===== src/rtl/mult_acc_serializer_if.sv =====
// -----------------------------------------------------------------------------
// mult_acc_serializer_if
//
// Purpose:
//   Bundles the product intake stream, the byte output stream and the control
//   and status signals of mult_acc_serializer into one interface.
//
// Handshake semantics (both streams):
//   A transfer happens on a rising clock edge where valid and ready are both 1.
//   The sender holds valid and its payload stable until that edge. The
//   receiver may raise or lower ready freely. Neither side makes valid depend
//   combinationally on ready.
//
// Signal summary:
//   clr         master->slave  synchronous clear, highest priority
//   burst_len   master->slave  products per result (0 means 2^CNT_W)
//   prod_valid  master->slave  product available
//   prod        master->slave  8-bit unsigned product
//   prod_ready  slave->master  block can accept a product
//   out_valid   slave->master  out_byte is valid
//   out_ready   master->slave  consumer accepts the byte
//   out_byte    slave->master  result byte (low byte first, then high)
//   out_last    slave->master  marks the high byte
//   overflow    slave->master  sticky wrap flag for the current result
//   dbg_state   slave->master  FSM state for observation
// -----------------------------------------------------------------------------
interface mult_acc_serializer_if #(
    parameter int CNT_W = 4
);
    logic             clr;
    logic [CNT_W-1:0] burst_len;
    logic             prod_valid;
    logic [7:0]       prod;
    logic             prod_ready;
    logic             out_valid;
    logic             out_ready;
    logic [7:0]       out_byte;
    logic             out_last;
    logic             overflow;
    logic [1:0]       dbg_state;

    // The accumulator block itself.
    modport slave (
        input  clr,
        input  burst_len,
        input  prod_valid,
        input  prod,
        input  out_ready,
        output prod_ready,
        output out_valid,
        output out_byte,
        output out_last,
        output overflow,
        output dbg_state
    );

    // Whoever feeds products and consumes the result bytes.
    modport master (
        output clr,
        output burst_len,
        output prod_valid,
        output prod,
        output out_ready,
        input  prod_ready,
        input  out_valid,
        input  out_byte,
        input  out_last,
        input  overflow,
        input  dbg_state
    );
endinterface


===== src/rtl/mult_acc_serializer.sv =====
// -----------------------------------------------------------------------------
// mult_acc_serializer
//
// Purpose:
//   Downstream stage of the 4x4 array multiplier. Sums a programmable burst of
//   1..2^CNT_W unsigned 8-bit products into an ACC_W-bit accumulator. It then
//   sends the sum as two bytes, low byte first, so an 8-pin output bus can
//   carry sums wider than 8 bits.
//
// Parameters:
//   ACC_W  accumulator width, legal range 9..16 (default 12 holds 16*225)
//   CNT_W  burst counter width, maximum burst is 2^CNT_W
//
// Ports:
//   clk    rising-edge clock
//   rst_n  asynchronous active-low reset
//   bus    mult_acc_serializer_if.slave (intake, output and status signals)
//
// Behaviour:
//   ACC      prod_ready=1; every accepted product is added modulo 2^ACC_W, and
//            a carry out sets the sticky overflow flag. The burst length is
//            sampled on the first product of a burst.
//   SEND_LO  out_byte = acc[7:0], out_last = 0.
//   SEND_HI  out_byte = acc[ACC_W-1:8] zero-extended, out_last = 1.
//            The handshake on this byte clears acc, cnt and overflow.
//   clr acts like a reset at the next edge and beats any simultaneous
//   handshake.
//   Every output is a register or a decode of the state register, so there is
//   no path from out_ready or prod_valid to any output.
// -----------------------------------------------------------------------------
module mult_acc_serializer #(
    parameter int ACC_W = 12,
    parameter int CNT_W = 4
) (
    input  logic                  clk,
    input  logic                  rst_n,
    mult_acc_serializer_if.slave  bus
);

    localparam logic [1:0] ST_ACC     = 2'd0;
    localparam logic [1:0] ST_SEND_LO = 2'd1;
    localparam logic [1:0] ST_SEND_HI = 2'd2;

    // Burst length of 2^CNT_W, used when burst_len is 0.
    localparam logic [CNT_W:0] MAX_LEN = {1'b1, {CNT_W{1'b0}}};

    logic [1:0]       r_state;
    logic [ACC_W-1:0] r_acc;
    logic [CNT_W-1:0] r_cnt;
    logic [CNT_W-1:0] r_len_q;
    logic             r_overflow;

    logic [ACC_W:0]   w_sum;
    logic [CNT_W-1:0] w_len_sel;
    logic [CNT_W:0]   w_len_eff;
    logic [CNT_W:0]   w_cnt_next;
    logic             w_burst_done;
    logic [15:0]      w_acc_ext;

    // One extra bit catches the carry out of the accumulator.
    assign w_sum = {1'b0, r_acc} + {{(ACC_W - 7){1'b0}}, bus.prod};

    // The first product of a burst compares against the live burst_len, which
    // is the value being latched on the same edge. Later products compare
    // against the latched copy, so changes to burst_len mid-burst are ignored.
    assign w_len_sel    = (r_cnt == '0) ? bus.burst_len : r_len_q;
    assign w_len_eff    = (w_len_sel == '0) ? MAX_LEN : {1'b0, w_len_sel};
    assign w_cnt_next   = {1'b0, r_cnt} + {{CNT_W{1'b0}}, 1'b1};
    assign w_burst_done = (w_cnt_next == w_len_eff);

    // Zero-extend to 16 bits so the high byte is always a full 8 bits,
    // whatever ACC_W is.
    assign w_acc_ext = 16'(r_acc);

    always_ff @(posedge clk or negedge rst_n) begin
        if (!rst_n) begin
            r_state    <= ST_ACC;
            r_acc      <= '0;
            r_cnt      <= '0;
            r_len_q    <= '0;
            r_overflow <= 1'b0;
        end else if (bus.clr) begin
            r_state    <= ST_ACC;
            r_acc      <= '0;
            r_cnt      <= '0;
            r_len_q    <= '0;
            r_overflow <= 1'b0;
        end else begin
            case (r_state)
                ST_ACC: begin
                    // prod_ready is 1 in this state, so valid alone is a transfer.
                    if (bus.prod_valid) begin
                        r_acc <= w_sum[ACC_W-1:0];
                        r_cnt <= w_cnt_next[CNT_W-1:0];
                        if (w_sum[ACC_W]) begin
                            r_overflow <= 1'b1;
                        end
                        if (r_cnt == '0) begin
                            r_len_q <= bus.burst_len;
                        end
                        if (w_burst_done) begin
                            r_state <= ST_SEND_LO;
                        end
                    end
                end
                ST_SEND_LO: begin
                    if (bus.out_ready) begin
                        r_state <= ST_SEND_HI;
                    end
                end
                ST_SEND_HI: begin
                    if (bus.out_ready) begin
                        r_state    <= ST_ACC;
                        r_acc      <= '0;
                        r_cnt      <= '0;
                        r_overflow <= 1'b0;
                    end
                end
                default: begin
                    r_state <= ST_ACC;
                end
            endcase
        end
    end

    // Outputs decode the state register, and out_byte picks a byte of the
    // accumulator register. In ACC out_byte reads 0x00, which matches its reset value.
    always_comb begin
        bus.prod_ready = 1'b0;
        bus.out_valid  = 1'b0;
        bus.out_last   = 1'b0;
        bus.out_byte   = 8'h00;
        case (r_state)
            ST_ACC: begin
                bus.prod_ready = 1'b1;
            end
            ST_SEND_LO: begin
                bus.out_valid = 1'b1;
                bus.out_byte  = w_acc_ext[7:0];
            end
            ST_SEND_HI: begin
                bus.out_valid = 1'b1;
                bus.out_last  = 1'b1;
                bus.out_byte  = w_acc_ext[15:8];
            end
            default: begin
                bus.prod_ready = 1'b0;
            end
        endcase
    end

    assign bus.overflow  = r_overflow;
    assign bus.dbg_state = r_state;

endmodule

===== src/flat_wrapper.sv =====
// flat-port wrapper written by rule: the top's interface ports become plain ports
module mult_acc_serializer_flat 
#(
    parameter int ACC_W = 12,
    parameter int CNT_W = 4
)
  (clk, rst_n, bus_clr, bus_burst_len, bus_prod_valid, bus_prod, bus_out_ready, bus_prod_ready, bus_out_valid, bus_out_byte, bus_out_last, bus_overflow, bus_dbg_state);
  mult_acc_serializer_if #(.CNT_W(CNT_W)) bus_i ();
  input  logic clk;
  input  logic rst_n;
  input wire logic [$bits(bus_i.clr)-1:0] bus_clr;
  input wire logic [$bits(bus_i.burst_len)-1:0] bus_burst_len;
  input wire logic [$bits(bus_i.prod_valid)-1:0] bus_prod_valid;
  input wire logic [$bits(bus_i.prod)-1:0] bus_prod;
  input wire logic [$bits(bus_i.out_ready)-1:0] bus_out_ready;
  output wire logic [$bits(bus_i.prod_ready)-1:0] bus_prod_ready;
  output wire logic [$bits(bus_i.out_valid)-1:0] bus_out_valid;
  output wire logic [$bits(bus_i.out_byte)-1:0] bus_out_byte;
  output wire logic [$bits(bus_i.out_last)-1:0] bus_out_last;
  output wire logic [$bits(bus_i.overflow)-1:0] bus_overflow;
  output wire logic [$bits(bus_i.dbg_state)-1:0] bus_dbg_state;
  assign bus_i.clr = bus_clr;
  assign bus_i.burst_len = bus_burst_len;
  assign bus_i.prod_valid = bus_prod_valid;
  assign bus_i.prod = bus_prod;
  assign bus_i.out_ready = bus_out_ready;
  assign bus_prod_ready = bus_i.prod_ready;
  assign bus_out_valid = bus_i.out_valid;
  assign bus_out_byte = bus_i.out_byte;
  assign bus_out_last = bus_i.out_last;
  assign bus_overflow = bus_i.overflow;
  assign bus_dbg_state = bus_i.dbg_state;
  mult_acc_serializer #(.ACC_W(ACC_W), .CNT_W(CNT_W)) u_core (.clk(clk), .rst_n(rst_n), .bus(bus_i));
endmodule

===== config.mk =====
export PLATFORM = sky130hd
export DESIGN_NAME = mult_acc_serializer_flat
export DESIGN_NICKNAME = d
export VERILOG_FILES = /design/src/rtl/mult_acc_serializer_if.sv /design/src/rtl/mult_acc_serializer.sv /design/src/flat_wrapper.sv
export SDC_FILE = /design/constraint.sdc
export NUM_CORES = 1
export LEC_CHECK = 0
export BUFFER_PORTS_ARGS = -buffer_cell sky130_fd_sc_hd__buf_2
export CORE_UTILIZATION = 60
export CTS_BUF_LIST = sky130_fd_sc_hd__clkbuf_16
export CTS_CLUSTER_SIZE = 12
export DETAILED_ROUTE_END_ITERATION = 16
export PLACE_DENSITY = 0.83
export SLEW_MARGIN = 20
export SYNTH_ARGS = -nofsm -noshare
export SYNTH_HDL_FRONTEND = slang
export SYNTH_SLANG_ARGS = --single-unit

===== constraint.sdc =====
create_clock -name clk -period 3.8 [get_ports clk]
set_input_delay 0.38 -clock clk [delete_from_list [all_inputs] [get_ports clk]]
set_output_delay 0.38 -clock clk [all_outputs]
set_load 0.01 [all_outputs]

==> impl_metrics.env <==
export IMPL_critical_path_class="flip-flop to flip-flop"
export IMPL_syn_nets=221
export IMPL_cts_path_max_buffers=2
export IMPL_worstPathArrival_ns=2.62
export IMPL_place_ws_ns=1.360
export IMPL_synth_area_sq_um=1715
export IMPL_synth_fa_ha_area_frac=0.1138
export IMPL_design_core_area_sq_um=2734
export IMPL_wirelength_um=3911
export IMPL_vias=1517
export IMPL_numPortBuffers=30
export IMPL_track_usage=0.2665
export IMPL_crit_end="u_core.bus.dbg_state[1]"
export IMPL_ff2ff_path_depth=9
export IMPL_critPathLaunch="u_core.r_cnt[0]"
export IMPL_cts_tree="yes"
export IMPL_grt_pass1_vias=1383
export IMPL_ys_top_cells_by_area="dfrtp_1 (34%), ha_1 (10%), mux2i_1 (4.7%), nand2_1 (4.4%), o21ai_0 (4.1%)"
export IMPL_max_slew_margin=0.6104
export IMPL_power_density_nw_per_um2=717.4
export IMPL_status="finished, final reports clean"
export IMPL_drt_pass1_iter_count=4
export IMPL_synth_largest_area_cell="dfrtp_1"
export IMPL_postSynthAreaPerCell_sq_um=9.076
export IMPL_synthMuxAreaShare=0.04668
export IMPL_grt_pass1_wl_um=6382
export IMPL_cp_data_required_time_ns=3.97
export IMPL_viasPerCell=6.142
export IMPL_worst_slew_pin_slew_ns=0.5805
export IMPL_rsz0062_at_grt="no"
export IMPL_r2r_start="u_core.r_cnt[0]"
export IMPL_grt_ovfl_total=0
export IMPL_min_path_type="input port to asynchronous set/reset pin"
export IMPL_hold_viol_final=0
export IMPL_fp_dieArea_sq_um=3077
export IMPL_antenna_cells=0
export IMPL_num_rows=19
export IMPL_root_buffer="clkbuf_16"
export IMPL_final_cell_mix="buf_2 (30), dfrtp_1 (23), nand2_1 (20)"
export IMPL_worstSkewPairLatency_ns=0.26
export IMPL_drive_above_1_share=0.1898
export IMPL_synth_top_area_share=0.3355
export IMPL_gp_congestion=0.8291
export IMPL_synth_xor_area_frac=0.05106
export IMPL_min_period_ns=2.449
export IMPL_pin_count=31
export IMPL_cp_max_fo=6
export IMPL_finalCritPeriodShare=0.6444
export IMPL_timing_rr_end="u_core.bus.dbg_state[1]"
export IMPL_nNetsFinal=249
export IMPL_htree_levels=1
export IMPL_crit_path_end_kind="flip-flop"
export IMPL_synth_enable_flop_cells=0
export IMPL_drv_cap=0
export IMPL_fmax_ghz=0.4084
export IMPL_clock_sinks=23
export IMPL_die_x_um=55.47
export IMPL_tns_ns=0
export IMPL_yosysWarnings=0
export IMPL_r2r_slack_ns=1.35
export IMPL_cts_hold_buf=0
export IMPL_drt_antenna_violating_nets=0
export IMPL_setup_viol=0
export IMPL_synth_main_ff_cell="dfrtp_1"
export IMPL_synth_compound_area_share=0.2071
export IMPL_async_reset_ff_frac=1.000
export IMPL_startpoint_type="flip-flop"
export IMPL_p_leak_nw=0.9431
export IMPL_drc=0
export IMPL_synth_simple_gate_area_share=0.2064
export IMPL_drt_iter0_markers=95
export IMPL_fp_dieH_um=55.47
export IMPL_drv_slew=0
export IMPL_hpwl_um=2813
export IMPL_fin_worst_skew_ns=0.004324
export IMPL_grt_max_degree=24
export IMPL_synth_top_family_by_area="compound AO/OA/AOI/OAI gates"
export IMPL_post_drt_wl_per_cell_um=15.83
export IMPL_start_util=0.6275
export IMPL_cts_buffers=3
export IMPL_synth_seq_cells=23
export IMPL_synth_seq_area_share=0.3355
export IMPL_path_clk_slew_ns=0.06
export IMPL_syn_to_final_growth_pct=13.64
export IMPL_synthCells=189
export IMPL_synth_cell_types=47
export IMPL_final_common_cell="buf_2"
export IMPL_antenna_found_initial=0
export IMPL_fin_ws_ns=1.351
export IMPL_cts_resized=0
export IMPL_peakVddDrop_mv=0.6298
export IMPL_cts_setup_buffers=0
## stage by stage
| stage | utilization | total power, mW | std cells | cell area (sq um) | hold WS, ns |
|---|---|---|---|---|---|
| CTS | 0.7130 | 1.394 | 247 | 1949 | 0.1120 |
| finish | 0.7130 | 1.398 | 247 | 1949 | 0.09204 |
| global route | 0.7130 | 1.500 | 247 | 1949 | 0.1390 |
| detailed placement | 0.6842 | 1.158 | 243 | 1871 | 0.3852 |
| global placement | 0.6842 | 1.124 | 243 | 1871 | 0.3824 |
| floorplan | - | 0.9806 | 189 | 1715 | 0.08441 |
## synthesized netlist by cell type, types with 3 or more instances
cell and instances:
nand2b_1 3, mux2i_1 8, a21oi_1 8, o21bai_1 3, a22oi_1 4, or4_1 3, dfrtp_1 23, inv_1 7
and3_1 4, a21o_1 3, xor2_1 4, nand2_1 20, xnor2_1 6, o21ai_0 14, nand3_1 5, clkbuf_1 6
o31ai_1 4, nor2_1 12, nor2b_1 6, ha_1 14
## worst max-delay path: stages, from the launching register on
cell and delay (ns):
dfrtp_1 0.45, inv_1 0.09, ha_1 0.19, nor3b_4 0.33, mux2i_1 0.25, xor2_1 0.18
nand4_1 0.17, o31ai_4 0.37, a21oi_1 0.13, a211oi_2 0.20
## per-layer routing
| metal | up-vias | routed length, um | global-route usage |
|---|---|---|---|
| met5 | - | 0 | 0 |
| met4 | 0 | 52 | 0.08929 |
| met3 | 6 | 217 | 0.04450 |
| met2 | 45 | 1880 | 0.4200 |
| met1 | 726 | 1760 | 0.3735 |
| li1 | 740 | - | - |
## layout make-up
class                      count  area (sq um)
multi-input combinational    151          1072
fill                         222         784.5
tap                           31         38.79
inverter                       7         26.28
sequential                    23         575.6
clock inverter                 1         3.754
timing repair buffer          31         157.7
clock buffer                   3         75.07
## power by group
| part | internal [mW] | total [mW] | switching, mW |
|---|---|---|---|
| clock network | 0.141 | 0.230 | 0.0896 |
| logic | 0.332 | 0.758 | 0.426 |
| registers | 0.321 | 0.410 | 0.0887 |
| total | 0.794 | 1.40 | 0.604 |
## state kept, by name, indices dropped and copies added, names as in the netlist
name	cells
u_core.r_cnt	4
u_core.r_acc	12
u_core.bus.overflow	1
u_core.bus.dbg_state	2
u_core.r_len_q	4
## cells by family after synthesis
| group | count (synthesis) |
|---|---|
| simple gates | 67 |
| compound gates | 51 |
| flops | 23 |
| buf+inv | 15 |
| fa+ha+maj | 15 |
| xor+xnor | 10 |
| mux | 8 |
## how the worst min path moves through the flow
stage                     startpoint                 endpoint  depth (start not counted)
final                          rst_n          u_core.r_acc[1]                          1
after global routing           rst_n          u_core.r_acc[5]                          1
after CTS                      rst_n          u_core.r_acc[3]                          1
after detailed placement       rst_n          u_core.r_acc[2]                          1
after global placement         rst_n          u_core.r_acc[2]                          1
after floorplan                rst_n  u_core.bus.dbg_state[0]                          0
(Power assumes the default switching activity.)
